### config.mk
export PLATFORM = sky130hd
export DESIGN_NAME = feat_readout
export DESIGN_NICKNAME = d
export VERILOG_FILES = /design/src/rtl/feat_readout.sv
export SDC_FILE = /design/constraint.sdc
export NUM_CORES = 1
export LEC_CHECK = 0
export BUFFER_PORTS_ARGS = -buffer_cell sky130_fd_sc_hd__buf_2
export CORE_ASPECT_RATIO = 1.5
export CORE_MARGIN = 2
export CORE_UTILIZATION = 45
export DETAILED_ROUTE_END_ITERATION = 12
export GPL_ROUTABILITY_DRIVEN = 0
export GPL_TIMING_DRIVEN = 0
export MAX_ROUTING_LAYER = met4
export PLACE_DENSITY = 0.63
export SYNTH_ARGS = -nofsm -noshare
export SYNTH_HDL_FRONTEND = slang
export SYNTH_SLANG_ARGS = --single-unit
### constraint.sdc
create_clock -name clk -period 3.8 [get_ports clk]
set_input_delay 0.19 -clock clk [delete_from_list [all_inputs] [get_ports clk]]
set_output_delay 0.19 -clock clk [all_outputs]
set_load 0.02 [all_outputs]
### src/rtl/feat_readout.sv
// feat_readout: drains TOTAL_WORDS feature words from a BRAM port
// through a credit-controlled FIFO to a valid/ready output stream.
module feat_readout #(
  parameter int DATA_WIDTH  = 16,
  parameter int ADDR_W      = 10,
  parameter int TOTAL_WORDS = 32,
  parameter int RD_LAT      = 2,
  parameter int FF_DEPTH    = 4
) (
  input  logic                  clk,
  input  logic                  rst,
  input  logic                  start_i,
  output logic                  feat_bram_enb,
  output logic [ADDR_W-1:0]     feat_bram_addrb,
  input  logic [DATA_WIDTH-1:0] feat_bram_dout,
  output logic                  feat_vld_o,
  input  logic                  feat_rdy_i,
  output logic [DATA_WIDTH-1:0] feat_data_o,
  output logic                  feat_last_o,
  output logic                  busy_o,
  output logic                  done_o
);

  localparam int CW = ADDR_W + 1;
  localparam int PW = (FF_DEPTH > 1) ? $clog2(FF_DEPTH) : 1;
  localparam int OW = $clog2(FF_DEPTH + 4) + 1;
  localparam logic [CW-1:0] LAST_IDX = CW'(TOTAL_WORDS - 1);
  localparam logic [OW-1:0] DEPTH_C  = OW'(FF_DEPTH);
  localparam logic [PW-1:0] PTR_MAX  = PW'(FF_DEPTH - 1);

  localparam logic [1:0] S_IDLE  = 2'd0;
  localparam logic [1:0] S_READ  = 2'd1;
  localparam logic [1:0] S_DRAIN = 2'd2;
  localparam logic [1:0] S_DONE  = 2'd3;

  logic [1:0]            state_q, state_d;
  logic [CW-1:0]         iss_cnt_q, iss_cnt_d;
  logic [CW-1:0]         out_cnt_q, out_cnt_d;
  logic [ADDR_W-1:0]     addr_q, addr_d;
  logic [RD_LAT-1:0]     vpipe_q, vpipe_d;
  logic [PW-1:0]         wr_ptr_q, wr_ptr_d;
  logic [PW-1:0]         rd_ptr_q, rd_ptr_d;
  logic [OW-1:0]         occ_q, occ_d;
  logic [DATA_WIDTH-1:0] mem_q [FF_DEPTH];

  logic [OW-1:0] in_flight;
  logic          issue;
  logic          push;
  logic          pop;
  logic          vld;
  logic          is_last;

  function automatic logic [PW-1:0] ptr_inc(input logic [PW-1:0] p);
    return (p == PTR_MAX) ? '0 : p + 1'b1;
  endfunction

  // Credit check, handshake terms and output decode.
  always_comb begin
    in_flight = '0;
    for (int i = 0; i < RD_LAT; i++) begin
      in_flight = in_flight + OW'(vpipe_q[i]);
    end
    issue   = (state_q == S_READ) && ((in_flight + occ_q) < DEPTH_C);
    push    = vpipe_q[RD_LAT-1];
    vld     = (occ_q != '0);
    pop     = vld && feat_rdy_i;
    is_last = (out_cnt_q == LAST_IDX);
    feat_bram_enb   = issue;
    feat_bram_addrb = issue ? iss_cnt_q[ADDR_W-1:0] : addr_q;
    feat_vld_o      = vld;
    feat_data_o     = vld ? mem_q[rd_ptr_q] : '0;
    feat_last_o     = vld && is_last;
    busy_o          = (state_q == S_READ) || (state_q == S_DRAIN);
    done_o          = (state_q == S_DONE);
  end

  // Next-state for FSM, counters, read-valid pipe and FIFO pointers.
  always_comb begin
    state_d   = state_q;
    iss_cnt_d = iss_cnt_q;
    out_cnt_d = out_cnt_q;
    addr_d    = issue ? iss_cnt_q[ADDR_W-1:0] : addr_q;
    vpipe_d[0] = issue;
    for (int i = 1; i < RD_LAT; i++) begin
      vpipe_d[i] = vpipe_q[i-1];
    end
    wr_ptr_d = push ? ptr_inc(wr_ptr_q) : wr_ptr_q;
    rd_ptr_d = pop ? ptr_inc(rd_ptr_q) : rd_ptr_q;
    occ_d    = occ_q;
    if (push && !pop) occ_d = occ_q + 1'b1;
    if (pop && !push) occ_d = occ_q - 1'b1;
    if (issue) iss_cnt_d = iss_cnt_q + 1'b1;
    if (pop) out_cnt_d = out_cnt_q + 1'b1;
    case (state_q)
      S_IDLE: begin
        if (start_i) begin
          state_d   = S_READ;
          iss_cnt_d = '0;
          out_cnt_d = '0;
        end
      end
      S_READ: begin
        if (issue && (iss_cnt_q == LAST_IDX)) state_d = S_DRAIN;
      end
      S_DRAIN: begin
        if (pop && is_last) state_d = S_DONE;
      end
      default: state_d = S_IDLE;
    endcase
  end

  // Control state registers with synchronous reset.
  always_ff @(posedge clk) begin
    if (rst) begin
      state_q   <= S_IDLE;
      iss_cnt_q <= '0;
      out_cnt_q <= '0;
      addr_q    <= '0;
      vpipe_q   <= '0;
      wr_ptr_q  <= '0;
      rd_ptr_q  <= '0;
      occ_q     <= '0;
    end else begin
      state_q   <= state_d;
      iss_cnt_q <= iss_cnt_d;
      out_cnt_q <= out_cnt_d;
      addr_q    <= addr_d;
      vpipe_q   <= vpipe_d;
      wr_ptr_q  <= wr_ptr_d;
      rd_ptr_q  <= rd_ptr_d;
      occ_q     <= occ_d;
    end
  end

  // FIFO storage; contents are masked by occupancy so need no reset.
  always_ff @(posedge clk) begin
    if (push) mem_q[wr_ptr_q] <= feat_bram_dout;
  end

endmodule

==> flow_metrics.env <==
export IMPL_regToRegStartpoint="occ_q[3]$_SDFFE_PP0P_"
export IMPL_drc_errors=0
export IMPL_crit_type="register to register"
export IMPL_clock_fmax_ghz=0.3182
export IMPL_die_w_um=86.73
export IMPL_first_global_vias=2696
export IMPL_p_leak_nw=1.995
export IMPL_reg2reg_depth=9
export IMPL_synth_flop_cell="edfxtp_1"
export IMPL_ys_ff_latch=110
export IMPL_postPlaceCellArea_um2=5022
export IMPL_pin_count=51
export IMPL_worstHoldPathCells=1
export IMPL_synth_net_count=372
export IMPL_via_per_inst=5.241
export IMPL_ir_worst_vdd_mv=0.3055
export IMPL_crit_fanout=9
export IMPL_clock_sinks=110
export IMPL_avgSynthCellArea_um2=13.75
export IMPL_fin_crit_sh_pct=82.71
export IMPL_synth_area_um2=4619
export IMPL_fillerInstances=852
export IMPL_synth_cell_types=44
export IMPL_hp_class="input pin to register"
export IMPL_clkTransAtPathRegs_ns=0.07
export IMPL_hold_path_startpoint="feat_bram_dout[7]"
export IMPL_htreeDepth=3
export IMPL_synth_edf_count=64
export IMPL_synth_most_common_cell="edfxtp_1"
export IMPL_final_setup_worst_slack_ns=0.6569
export IMPL_status="finished, final reports clean"
export IMPL_grt_ovfl_total=0
export IMPL_wire_per_inst_um=15.82
export IMPL_cp_arrival_ns=3.42
export IMPL_ys_warn_count=0
export IMPL_synthTopCellsByArea="edfxtp_1, dfxtp_1, mux4_2, ha_1, xor2_1"
export IMPL_die_area_um2=11110
export IMPL_finalHoldViolCount=0
export IMPL_synth_top_area_share_pct=41.60
export IMPL_synthArstFlopShare_pct=0
export IMPL_cap_violations=0
export IMPL_seq_area_frac_synth_pct=61.54
export IMPL_grt_pass1_wl_um=13100
export IMPL_grt_max_degree=20
export IMPL_synth_top_area_cell="edfxtp_1"
export IMPL_setup_worst_path_end_class="register"
export IMPL_die_h_um=128.1
export IMPL_worst_setup_path_start_kind="register"
export IMPL_finalCriticalPeriod_ns=3.143
export IMPL_synthCells=336
export IMPL_grt_util_all_layers_pct=15.94
export IMPL_rsz0062_at_grt="no"
export IMPL_tns_ns=0
export IMPL_start_util_pct=45.83
export IMPL_drt_wl_total_um=8210
export IMPL_pre_cts_ws_ns=0.7459
export IMPL_layout_nets=433
export IMPL_skew_ns=0.007098
export IMPL_cts_buffers_inserted=9
export IMPL_hpwlAfterDp_um=5721
export IMPL_core_um2=10080
export IMPL_slew_violations=0
export IMPL_cp_data_required_time_ns=4.08
export IMPL_cts_setup_buffers=0
export IMPL_clkLatencyLatePin_ns=0.35
export IMPL_whs_ns=0.05378
export IMPL_ant_nets=0
export IMPL_port_buffer_count=50
export IMPL_drive_gt1_share_pct=25.62
export IMPL_postCtsHoldBufs=0
export IMPL_cts_buffer_depth=2
export IMPL_num_rows=45
export IMPL_maxSlewHeadroom_pct=41.52
export IMPL_cts_tree="yes"
export IMPL_final_area_um2=5305
export IMPL_syn_to_final_growth_pct=14.84
export IMPL_first_pass_iters=4
export IMPL_antenna_found_initial=0
export IMPL_clockRootBuffer="clkbuf_16"
export IMPL_cts_resized=0
export IMPL_synthTopCellsByCount="edfxtp_1, dfxtp_1, nor2_1, nor2b_1"
export IMPL_drt_iter0_drc=197
export IMPL_dr_total_vias=2720
export IMPL_antenna_cells=0
export IMPL_cp_startpoint="occ_q[3]$_SDFFE_PP0P_"
export IMPL_powerDensity_nw_per_um2=580.2
export IMPL_finalSetupViolCount=0
export IMPL_tightestPinTransition_ns=0.8700
==> metrics by stage <==
step,util (%),std cells,power (W)
6_report,52.64,519,0.003078
5_1_grt,52.64,519,0.003238
4_1_cts,52.64,519,0.003118
3_5_place_dp,49.83,503,0.002221
3_3_place_gp,49.77,503,0.002202
2_1_floorplan,-,336,0.001986
==> placed cells by master (no fill, tap or decap), types with 2 or more instances in the layout <==
cell and n:
nor2_1 26, or3_1 4, or4_1 4, nor2b_1 17
a21oi_1 12, and2_1 14, xor2_1 15, o31ai_1 3
inv_8 3, o211ai_1 2, mux2_2 10, clkbuf_16 9
mux2i_1 3, buf_2 53, edfxtp_1 64, nand2_1 16
and3_1 2, mux4_2 16, o2111ai_1 3, ha_1 15
nand3_1 7, clkbuf_1 8, nand4_1 2, xnor2_1 4
o21ai_0 3, nor3_1 6, inv_1 14, dfxtp_1 46
==> critical path: stages, from the launching register on <==
cell     delay, ns
dfxtp_1       0.38
o41ai_2       0.85
inv_1         0.33
ha_1          0.31
ha_1          0.29
a21o_1        0.18
a21oi_1       0.17
xnor2_1       0.10
or3_1         0.31
a21oi_1       0.15
==> state kept, by name (all words and copies together) (netlist names), named ones only <==
| register | flops |
|---|---|
| out_cnt_q | 11 |
| iss_cnt_q | 11 |
| addr_q | 10 |
| wr_ptr_q | 2 |
| rd_ptr_q | 2 |
| occ_q | 4 |
| state_q | 2 |
| mem_q | 64 |
| vpipe_q | 2 |
==> power breakdown <==
group          switching, W  total, W  internal, W
Combinational      0.000492  0.000820     0.000328
Sequential        0.0000491   0.00136      0.00132
Clock              0.000434  0.000893     0.000459
Total              0.000975   0.00308      0.00210
==> final cells by class <==
cell class	count	area, um2	area share (%)
timing repair buffer	50	250.2	4.717
tap	117	146.4	2.759
clock inverter	6	53.80	1.014
sequential	110	2843	53.58
buffer	11	52.55	0.9906
inverter	14	52.55	0.9906
multi-input combinational	201	1678	31.63
clock buffer	10	229.0	4.316
==> final timing paths <==
check                               end  slack [ns]
setup / recovery  occ_q[3]$_SDFFE_PP0P_        0.66
hold / removal    mem_q[0][7]$_DFFE_PP_        0.05
setup reg to reg  occ_q[3]$_SDFFE_PP0P_        0.66
hold reg to reg   vpipe_q[1]$_SDFF_PP0_        0.47
==> routing by layer <==
layer	track usage, %	share of wire (%)
met1	17.40	42
met2	28.14	53
met3	3.670	3.8
met4	5.515	1.4
met5	-	0
==> kinds of logic (layout without fill, tap and decap cells) <==
| kind of cell | count (synthesis) | count (layout) | share of synthesized area [%] |
|---|---|---|---|
| multiplexers | 29 | 29 | 10.89 |
| AND/OR/NAND/NOR | 105 | 105 | 11.97 |
| adder cells (fa/ha/maj) | 16 | 16 | 4.496 |
| buffers and inverters | 25 | 91 | 2.275 |
| AO/OA/AOI/OAI | 32 | 32 | 5.227 |
| XOR/XNOR | 19 | 19 | 3.602 |
| flip-flops | 110 | 110 | 61.54 |
(Power assumes the default switching activity.)
